`config.mk`:
```
export PLATFORM = sky130hd
export DESIGN_NAME = bf_run_sequencer
export DESIGN_NICKNAME = d
export VERILOG_FILES = /design/src/rtl/bf_run_sequencer.sv
export SDC_FILE = /design/constraint.sdc
export NUM_CORES = 1
export LEC_CHECK = 0
export CORE_ASPECT_RATIO = 0.5
export CORE_UTILIZATION = 44
export CTS_CLUSTER_DIAMETER = 120
export DETAILED_ROUTE_END_ITERATION = 10
export PLACE_DENSITY = 0.85
export RECOVER_POWER = 100
export SYNTH_ARGS = -nofsm -noshare
export SYNTH_HDL_FRONTEND = slang
export SYNTH_SLANG_ARGS = --single-unit
```
`constraint.sdc`:
```
create_clock -name clk -period 2.5 [get_ports clk]
set_input_delay 0.375 -clock clk [delete_from_list [all_inputs] [get_ports clk]]
set_output_delay 0.375 -clock clk [all_outputs]
set_load 0.02 [all_outputs]
```
`src/rtl/bf_run_sequencer.sv`:
```
`default_nettype none
//==============================================================================
// Module  : bf_run_sequencer
// Brief   : Boot/run controller for one brainfuck core. Streams a program into
//           code RAM, appends a 0x00 terminator, zeroes the array RAM, releases
//           the core and detects halt. Owns the array-RAM port mux.
//           Define BF_CYCLE_COUNT_EN to add the run_cycles counter output.
// Revision: 1.0 - initial release
//==============================================================================
module bf_run_sequencer #(
    parameter int ADDR_SIZE = 9
) (
    input  logic                 clk,
    input  logic                 reset,
    input  logic                 start,
    input  logic                 abort,
    input  logic                 load_valid,
    input  logic [7:0]           load_data,
    input  logic                 load_last,
    output logic                 load_ready,
    output logic                 code_we,
    output logic [ADDR_SIZE-1:0] code_addr,
    output logic [7:0]           code_wdata,
    output logic                 core_reset,
    input  logic [1:0]           core_state,
    input  logic [ADDR_SIZE-1:0] core_addr_array,
    input  logic [7:0]           core_dout_array,
    input  logic                 core_we_array,
    input  logic [ADDR_SIZE-1:0] dbg_addr,
    output logic [ADDR_SIZE-1:0] arr_addr,
    output logic [7:0]           arr_wdata,
    output logic                 arr_we,
    output logic                 busy,
    output logic                 done,
    output logic                 overflow
`ifdef BF_CYCLE_COUNT_EN
    ,
    output logic [31:0]          run_cycles
`endif
);

    localparam logic [ADDR_SIZE-1:0] c_addr_max = '1;
    localparam logic [ADDR_SIZE-1:0] c_addr_one = ADDR_SIZE'(1);

    typedef enum logic [2:0] {
        S_IDLE  = 3'd0,
        S_LOAD  = 3'd1,
        S_PAD   = 3'd2,
        S_CLEAR = 3'd3,
        S_RUN   = 3'd4,
        S_DONE  = 3'd5
    } state_t;

    state_t                 r_state;
    logic [ADDR_SIZE-1:0]   r_ptr;
    logic [ADDR_SIZE-1:0]   r_clr_addr;
    logic                   r_code_we;
    logic [ADDR_SIZE-1:0]   r_code_addr;
    logic [7:0]             r_code_wdata;
    logic                   r_core_reset;
    logic                   r_overflow;
    logic                   w_accept;
    logic                   w_clear_last;

    // The last code slot is reserved for the terminator, so loading stops one short.
    assign load_ready   = (r_state == S_LOAD) && (r_ptr != c_addr_max);
    assign w_accept     = load_ready && load_valid;
    assign w_clear_last = (r_state == S_CLEAR) && (r_clr_addr == c_addr_max);

    always_ff @(posedge clk or negedge reset) begin
        if (!reset) begin
            r_state      <= S_IDLE;
            r_ptr        <= '0;
            r_clr_addr   <= '0;
            r_code_we    <= 1'b0;
            r_code_addr  <= '0;
            r_code_wdata <= '0;
            r_core_reset <= 1'b0;
            r_overflow   <= 1'b0;
        end else begin
            r_code_we <= 1'b0;
            if (abort) begin
                r_state      <= S_IDLE;
                r_ptr        <= '0;
                r_clr_addr   <= '0;
                r_core_reset <= 1'b0;
            end else begin
                case (r_state)
                    S_IDLE, S_DONE: begin
                        if (start) begin
                            r_state      <= S_LOAD;
                            r_ptr        <= '0;
                            r_overflow   <= 1'b0;
                            r_core_reset <= 1'b0;
                        end
                    end
                    S_LOAD: begin
                        if (w_accept) begin
                            r_code_we    <= 1'b1;
                            r_code_addr  <= r_ptr;
                            r_code_wdata <= load_data;
                            r_ptr        <= r_ptr + c_addr_one;
                            if (load_last) begin
                                r_state <= S_PAD;
                            end
                        end else if (r_ptr == c_addr_max) begin
                            r_overflow <= 1'b1;
                            r_state    <= S_PAD;
                        end
                    end
                    S_PAD: begin
                        r_code_we    <= 1'b1;
                        r_code_addr  <= r_ptr;
                        r_code_wdata <= 8'h00;
                        r_clr_addr   <= '0;
                        r_state      <= S_CLEAR;
                    end
                    S_CLEAR: begin
                        if (w_clear_last) begin
                            r_state      <= S_RUN;
                            r_core_reset <= 1'b1;
                        end else begin
                            r_clr_addr <= r_clr_addr + c_addr_one;
                        end
                    end
                    S_RUN: begin
                        if (core_state == 2'd3) begin
                            r_state <= S_DONE;
                        end
                    end
                    default: begin
                        r_state <= S_IDLE;
                    end
                endcase
            end
        end
    end

    // Array RAM owner: sequencer while clearing, core while running, host when done.
    always_comb begin
        arr_addr  = '0;
        arr_wdata = 8'h00;
        arr_we    = 1'b0;
        case (r_state)
            S_CLEAR: begin
                arr_addr = r_clr_addr;
                arr_we   = 1'b1;
            end
            S_RUN: begin
                arr_addr  = core_addr_array;
                arr_wdata = core_dout_array;
                arr_we    = core_we_array;
            end
            S_DONE: begin
                arr_addr = dbg_addr;
            end
            default: begin
                arr_addr = '0;
            end
        endcase
    end

    assign code_we    = r_code_we;
    assign code_addr  = r_code_addr;
    assign code_wdata = r_code_wdata;
    assign core_reset = r_core_reset;
    assign overflow   = r_overflow;
    assign done       = (r_state == S_DONE);
    assign busy       = (r_state == S_LOAD) || (r_state == S_PAD) ||
                        (r_state == S_CLEAR) || (r_state == S_RUN);

`ifdef BF_CYCLE_COUNT_EN
    logic [31:0] r_run_cycles;

    always_ff @(posedge clk or negedge reset) begin
        if (!reset) begin
            r_run_cycles <= '0;
        end else if (abort) begin
            r_run_cycles <= '0;
        end else if (w_clear_last) begin
            r_run_cycles <= '0;
        end else if ((r_state == S_RUN) && (r_run_cycles != 32'hFFFF_FFFF)) begin
            r_run_cycles <= r_run_cycles + 32'd1;
        end
    end

    assign run_cycles = r_run_cycles;
`else
    // No run-cycle counter in this build.
`endif

endmodule
`default_nettype wire

```
==> flow_summary.yaml, run 1 <==
floorplanning:
  die_h_um: 52.27
  initial_core_util_pct: 48.17
  dieArea_um2: 5359
  core_um2: 4616
  placementRows: 17
  die_w_um: 102.5
  ios: 84
grt:
  globalRouteTotalUtil_pct: 24.44
  gr-total-overflow: 0
  antenna_found_initial: 0
  grt_max_degree: 42
  grt_pass1_wl_um: 9949
  grt_pass1_vias: 2148
detailed_routing:
  ant_nets: 0
  wl_per_cell_um: 16.13
  dr.pass1.iters: 4
  wl_um: 6257
  drt_iter0_markers: 135
  post-route-drc-count: 0
  num_vias: 2202
  via_per_inst: 5.675
placement:
  place_congestion: 0.8674
  dp_hpwl_um: 4454
  portBuffers: 83
  dp_cells: 377
  pre_cts_slack_ps: 77.96
timing:
  finalWorstSetupSlack_ps: 82.13
  fmax_mhz: 413.6
  setup_viol: 0
  fin_crit_sh_pct: 96.71
  drv_slew: 42
  fin_worst_skew_ps: 5.438
  tightest_slew_ps: 2178
  timing.hold.ws_ps: 504.6
  finalHoldViolations: 0
  rsz0062_at_grt: "no"
  period_needed_ps: 2418
  relSlewSlack_pct: -45.20
  setup_tns_ps: 0
run_status:
  violations: "max-capacitance violations, max-slew violations"
  status: "finished with violations"
logic_synthesis:
  avgSynthCellArea_um2: 9.752
  synth_ff_type: "dfrtp_1"
  synth_area_um2: 2223
  synthArstFlopShare_pct: 100.0
  syn_inst: 228
  synth.top_cell.area_share_pct: 46.15
  ys_types: 50
  yosysTopAreaCell: "dfrtp_1"
  synth_edf_count: 0
  syn_nets: 275
  seq_area_frac_synth_pct: 46.15
  ys_top_cells_by_count: "dfrtp_1, nand2_1, o21ai_0, nor2_1"
  yosysWarningCount: 0
  ys_ff_latch: 41
  yosysMostFrequentCell: "dfrtp_1"
  synthTopCellsByArea: "dfrtp_1, a22o_1, mux2_2"
flow_run:
  drv_cap: 1
power:
  internal_power_mw: 1.182
  powerDensity_nw_per_um2: 522.9
  p_clk_share_pct: 26.9
  power.leakage_nw: 1.593
  seqPwrFrac_pct: 44.4
  power_mw: 1.716
  power.share.switching_pct: 31.13
  p_sw_mw: 0.5342
  ir_worst_vdd_v: 0.0003855
  combPwrFrac_pct: 28.7
setup_path:
  worstPathArrival_ps: 2590
  crit_start: "r_ptr[0]"
  cp-end-kind: "register"
  path_max_fanout: 4
  crit_path_start_kind: "register"
  worstPathRequired_ps: 2670
  path_class: "register to register"
  rr_startpoint: "r_ptr[0]"
clocking:
  tritoncts: "done"
  clk_pin_slew_ps: 80
  clk_path_buf_depth: 2
  htreeDepth: 2
  clock-sinks: 41
  clockRootBuffer: "clkbuf_8"
  cts_buffers: 5
  hold_buffers: 0
  clock_latency_ps: 290
cells_and_area:
  drive_above_1_share_pct: 12.42
  fin_nets: 368
  stdcell_count: 388
  syn2layout_area_growth_pct: 47.61
  num_antenna_cells: 0
hold_path:
  hp-start: "code_addr[7]"
  worstHoldPathType: "register to register"
timing repair:
item | CTS | global route
cloned | 0 | 0
endpoints found under the hold margin | 0 | 0
gates resized for setup | 12 | 6
setup endpoints to repair | 19 | 19
pin swaps | 0 | 2
buffers inserted | 0 | 3
through the flow:
stage / cell area (um2) / util (%)
2_1_floorplan: 2223 / -
3_3_place_gp: 3167 / 68.61
3_5_place_dp: 3167 / 68.61
4_1_cts: 3254 / 70.51
5_1_grt: 3282 / 71.10
6_report: 3282 / 71.10
routing by layer:
metal | track usage [%] | share of wire, % | up-vias
li1 | - | - | 1044
met2 | 41.67 | 49 | 72
met4 | 8.571 | 1.3 | 0
met1 | 31.73 | 45 | 1077
met3 | 4.133 | 4.3 | 9
met5 | 0 | 0 | -
kinds of logic after synthesis:
family,after synthesis,synth area share (%)
xor+xnor,1,0.3940
buf+inv,18,3.320
compound gates,72,22.12
flops,41,46.15
fa+ha+maj,4,2.251
simple gates,81,20.26
mux,11,5.515
critical path: stages, from the launching register on:
cell	delay [ps]
dfrtp_1	410
ha_2	220
nand4_1	170
nor2_1	80
ha_2	200
or3b_1	350
a221o_1	390
and2_4	180
a211o_1	300
state kept, by name (all words and copies together), names as in the netlist:
signal,cells
code_wdata,8
overflow,1
code_addr,9
core_reset,1
r_clr_addr,9
r_state,3
code_we,1
r_ptr,9
final timing paths:
kind	end	slack, ps	cells past startpoint
setup reg to reg	r_ptr[6]	80	8
setup / recovery	r_ptr[6]	80	8
hold / removal	code_addr[7]	500	1
hold reg to reg	code_addr[7]	500	1
max in group asynchronous	r_state[2]	550	1
min in group asynchronous	code_addr[7]	710	1
cell usage in the layout (no fill, tap or decap), drive strengths merged, types with 2 or more instances in the layout:
master         instances
a211o                  3
nor4                   2
inv                    7
dfrtp                 41
and4                   2
clkdlybuf4s50         42
nand3                  6
or3                    5
a22o                  12
mux2                  10
and2                   3
nand2                 18
nor2                  16
a22oi                 11
dlygate4sd3           29
nor2b                  3
clkinv                 2
nor4b                  2
nand2b                 3
buf                   12
a21boi                 2
nand4                  2
ha                     4
or3b                   2
o21ai                 18
nor3                   2
clkbuf                 9
a31oi                  2
a21o                   3
and3                  10
a32oi                  2
a21oi                 12
dlygate4sd2            9
power groups by stage:
stage	combinational (mW)	sequential, mW	clock (mW)
after CTS	0.510	0.762	0.466
after global routing	0.528	0.771	0.490
after detailed placement	0.509	0.774	0
final	0.493	0.762	0.462
after floorplan	0.194	0.826	0
after global placement	0.495	0.771	0
cell type report:
class	count	area (um2)
flip-flops and latches	41	1026
repair buffers	97	913.4
fillers	346	1334
multi-input cells	169	1137
clock inverters	2	13.76
well taps	66	82.58
inverters	7	26.28
clock buffers	6	82.58
(Power assumes the default switching activity.)
==> run 2, diff against run 1 <==
CELL_PAD_IN_SITES_DETAIL_PLACEMENT = 1   (was not set)
CELL_PAD_IN_SITES_GLOBAL_PLACEMENT = 2   (was not set)
CORE_UTILIZATION = 26   (was 44)
==> run 2 against run 1 <==
  * The run now ends clean
  * Register-to-register slack hardly changed
  * Power is 16% higher
  * Core utilization is 29 points lower
  * Critical path type unchanged
  * Wire length is 11% higher
  * Design area is 3.4% higher
  * Clock power is 58% higher
==> flow_summary.yaml, run 2 (same netlist as run 1, synthesis figures left out) <==
floorplanning:
  initial_core_util_pct: 27.30
  die_h_um: 67.39
  placementRows: 23
  dieArea_um2: 8948
  ios: 84
  core_um2: 8144
  die_w_um: 132.8
timing:
  rsz0062_at_grt: "no"
  setup_tns_ps: 0
  setup_viol: 0
  fmax_mhz: 416.0
  drv_slew: 0
  period_needed_ps: 2404
  fin_crit_sh_pct: 96.15
  tightest_slew_ps: 1025
  finalWorstSetupSlack_ps: 96.14
  finalHoldViolations: 0
  relSlewSlack_pct: 31.67
  fin_worst_skew_ps: 4.737
  timing.hold.ws_ps: 254.1
power:
  powerDensity_nw_per_um2: 588.0
  power.leakage_nw: 1.598
  power_mw: 1.996
  ir_worst_vdd_v: 0.0003196
cells_and_area:
  final_cell_mix: "dfrtp_1, clkdlybuf4s50_1, dlygate4sd3_1"
  stdcell_count: 432
  drive_above_1_share_pct: 11.25
  syn2layout_area_growth_pct: 52.67
  num_antenna_cells: 0
  final_util_pct: 41.68
  postLayoutCellArea_um2: 3395
  fin_nets: 366
setup_path:
  path_max_fanout: 4
  r2r-end: "r_ptr[5]"
  path_class: "register to register"
  crit_path_start_kind: "register"
  r2r_cells: 8
  rr_startpoint: "r_ptr[0]"
  worstPathArrival_ps: 2570
  r2r_setup_slack_ps: 100
  cp-end-kind: "register"
  worstPathRequired_ps: 2660
detailed_routing:
  post-route-drc-count: 0
  dr.pass1.iters: 4
  wl_um: 6964
  num_vias: 2125
  via_per_inst: 4.919
  wl_per_cell_um: 16.12
  ant_nets: 0
  drt_iter0_markers: 93
placement:
  place_congestion: 0.8205
  pre_cts_slack_ps: 30.49
  portBuffers: 83
  dp_hpwl_um: 5139
  dpl_cell_area_um2: 3232
  dp_cells: 424
grt:
  globalRouteTotalUtil_pct: 16.36
  grt_max_degree: 42
  grt_pass1_vias: 2250
  grt_pass1_wl_um: 11420
  antenna_found_initial: 0
  gr-total-overflow: 0
run_status:
  status: "finished clean"
clocking:
  tritoncts: "done"
  cts_buffers: 5
  post-cts-setup-buffer-count: 0
  hold_buffers: 0
  clockRootBuffer: "clkbuf_16"
  clock_latency_ps: 280
  htreeDepth: 2
  clk_pin_slew_ps: 60
  clk_path_buf_depth: 2
  clock-sinks: 41
hold_path:
  worstHoldPathType: "input port to asynchronous set/reset pin"
flow_run:
  drv_cap: 0
[run 2: worst max-delay path by stage]
| stage | start | end | slack (ps) | cells past startpoint |
|---|---|---|---|---|
| finish | r_ptr[0] | r_ptr[5] | 100 | 8 |
| global route | r_ptr[0] | r_ptr[6] | 9 | 8 |
| CTS | r_ptr[0] | load_ready | 20 | 6 |
| detailed placement | r_ptr[0] | load_ready | 30 | 6 |
| global placement | r_ptr[0] | load_ready | 150 | 6 |
| floorplan | r_ptr[0] | r_ptr[7] | 150 | 8 |
[run 2: metal layers]
| layer | up-vias | global-route usage, % | wire (um) |
|---|---|---|---|
| li1 | 1038 | - | - |
| met1 | 1057 | 21.90 | 3349 |
| met2 | 24 | 27.23 | 3380 |
| met3 | 6 | 3.078 | 172 |
| met4 | 0 | 4.885 | 61 |
| met5 | - | 0 | 0 |
[run 2: timing repair]
action | CTS | global route
pin swaps | 0 | 1
resized for setup | 10 | 5
setup endpoints to repair | 10 | 7
[run 2: cell type report]
class	instances	area [um2]
Clock inverter	2	38.79
Inverter	7	26.28
Sequential cell	41	1026
Tap cell	112	140.1
Timing Repair Buffer	95	897.1
Fill cell	949	4750
Multi-Input combinational cell	169	1137
Clock buffer	6	128.9
[run 2: critical path, stage by stage, from the launching register on]
cell,delay [ps]
dfrtp_1,420
ha_2,230
nand4_1,110
nor2_1,70
ha_2,200
or3b_1,360
a221o_1,410
and2_4,190
a211o_1,290
[run 2: where the power goes]
part | internal [mW] | switching (mW) | total, mW
Combinational | 0.240 | 0.268 | 0.508
Clock | 0.473 | 0.256 | 0.728
Sequential | 0.720 | 0.0392 | 0.760
==> run 3, diff against run 2 <==
CORE_ASPECT_RATIO = 0.7   (was 0.5)
SLEW_MARGIN = 30   (was not set)
TNS_END_PERCENT = 5   (was not set)
==> run 3 against run 2 <==
  * Via count rose by 2.1%
  * Sequential power rose by 1%
  * Non-clock buffer count fell by 1
  * Sequential share of layout area rose by 0.50 points
  * Largest power group unchanged
==> flow_summary.yaml, run 3 (same netlist as run 1, synthesis figures left out) <==
run_status:
  status: "finished clean"
clocking:
  clock_latency_ps: 280
  clk_path_buf_depth: 2
  htreeDepth: 2
  clk_pin_slew_ps: 60
  clock-sinks: 41
  cts_buffers: 5
  clockRootBuffer: "clkbuf_16"
  tritoncts: "done"
  hold_buffers: 0
placement:
  dpl_cell_area_um2: 3223
  place_congestion: 0.7535
  dp_hpwl_um: 5079
  pre_cts_slack_ps: 34.09
  portBuffers: 83
grt:
  grt_pass1_vias: 2302
  grt_max_degree: 42
  busiest_layer: "met2"
  grt_pass1_wl_um: 11840
  use_met1_pct: 23.41
  globalRouteTotalUtil_pct: 16.86
  use_met2_pct: 26.02
  gr-total-overflow: 0
  antenna_found_initial: 0
  use_met3_pct: 3.189
detailed_routing:
  ant_nets: 0
  post-route-drc-count: 0
  via_per_inst: 5.167
  dr.pass1.iters: 4
  wl_um: 7070
  drt_iter0_markers: 99
  num_vias: 2170
  wl_per_cell_um: 16.83
floorplanning:
  initial_core_util_pct: 27.54
  ios: 84
  core_um2: 8074
  die_h_um: 79.37
  die_w_um: 112.5
  dieArea_um2: 8931
  placementRows: 27
cells_and_area:
  final_util_pct: 41.41
  regArea_um2: 1027
  n_fill_cell: 921
  final_common_cell: "clkdlybuf4s50_1"
  syn2layout_area_growth_pct: 50.37
  fin_nets: 365
  num_antenna_cells: 0
  drive_above_1_share_pct: 12.23
  final_cell_mix: "clkdlybuf4s50_1, dfrtp_1, dlygate4sd3_1"
  postLayoutCellArea_um2: 3343
  multi_input_area_um2: 1127
timing:
  tightest_slew_ps: 1039
  setup_viol: 0
  finalWorstSetupSlack_ps: 71.28
  fin_crit_sh_pct: 97.15
  setup_tns_ps: 0
  timing.hold.ws_ps: 262.0
  relSlewSlack_pct: 30.72
  drv_slew: 0
  fmax_mhz: 411.7
  fin_worst_skew_ps: 2.744
  period_needed_ps: 2429
  rsz0062_at_grt: "yes"
  finalHoldViolations: 0
power:
  power.share.switching_pct: 29.59
  powerDensity_nw_per_um2: 574.9
  ir_worst_vdd_v: 0.0002634
  combPwrFrac_pct: 25.5
  seqPwrFrac_pct: 40.0
  p_clk_share_pct: 34.5
  p_sw_mw: 0.5687
  power.leakage_nw: 1.552
  internal_power_mw: 1.353
setup_path:
  rr_startpoint: "r_ptr[0]"
  r2r-end: "r_ptr[6]"
  path_buf_inv: 0
  worstPathRequired_ps: 2670
  slowest_stage: "dfrtp_1"
  path_class: "register to register"
  crit_path_start_kind: "register"
  crit_start: "r_ptr[0]"
  cp.depth: 8
  crit_end: "r_ptr[6]"
  worstPathArrival_ps: 2590
  critical-path-top-delay-family: "simple AND/OR/NAND/NOR gates"
  path_cells: "ha_2 > nand4_1 > nor2_1 > ha_1 > or3b_1 > a221o_2 > and2_4 > a211o_1"
  r2r_cells: 8
  r2r_setup_slack_ps: 70
  cp-end-kind: "register"
  cpPeakStageDelay_ps: 420
  path_max_fanout: 7
hold_path:
  worstHoldPathType: "input port to asynchronous set/reset pin"
flow_run:
  drv_cap: 0
[run 3: area by class of cell]
cell class	instances	share of cell area, %
Multi-Input combinational cell	169	33.72
Sequential cell	41	30.73
Timing Repair Buffer	94	26.42
Clock buffer	6	4.154
Tap cell	101	3.780
Inverter	7	0.7859
Clock inverter	2	0.4117
[run 3: routing by layer]
| metal | up-vias | wire length [um] |
|---|---|---|
| met3 | 11 | 279 |
| met4 | 0 | 127 |
| met5 | - | 0 |
| met1 | 1070 | 3560 |
| met2 | 56 | 3103 |
| li1 | 1033 | - |
[run 3: worst min-delay path by stage]
stage | depth (start not counted) | slack [ps] | endpoint
after floorplan | 0 | 80 | code_addr[0]
after detailed placement | 1 | 490 | code_addr[2]
after global placement | 1 | 480 | code_addr[2]
final | 1 | 260 | core_reset
after CTS | 1 | 270 | core_reset
after global routing | 1 | 370 | core_reset
[run 3: through the flow]
| step | instances | power (mW) |
|---|---|---|
| 2_1_floorplan | 228 | 1.020 |
| 3_3_place_gp | 412 | 1.285 |
| 3_5_place_dp | 412 | 1.300 |
| 4_1_cts | 420 | 1.973 |
| 5_1_grt | 420 | 2.011 |
| 6_report | 420 | 1.922 |
[run 3: worst reg2reg max path: stages (launching register included)]
cell and delay (ps):
dfrtp_1 420, ha_2 230, nand4_1 120, nor2_1 70, ha_1 230, or3b_1 350
a221o_2 410, and2_4 190, a211o_1 290
[run 3: power groups by stage]
| stage | registers, mW | logic (mW) | clock network [mW] |
|---|---|---|---|
| floorplan | 0.826 | 0.194 | 0 |
| global placement | 0.776 | 0.509 | 0 |
| detailed placement | 0.781 | 0.519 | 0 |
| CTS | 0.770 | 0.521 | 0.682 |
| global route | 0.776 | 0.533 | 0.702 |
| finish | 0.768 | 0.490 | 0.663 |
[run 3: timing repair]
item                                    in CTS  in global routing
setup buffers                                0                  0
endpoints found under the setup margin      11                  9
resized for setup                            8                 11
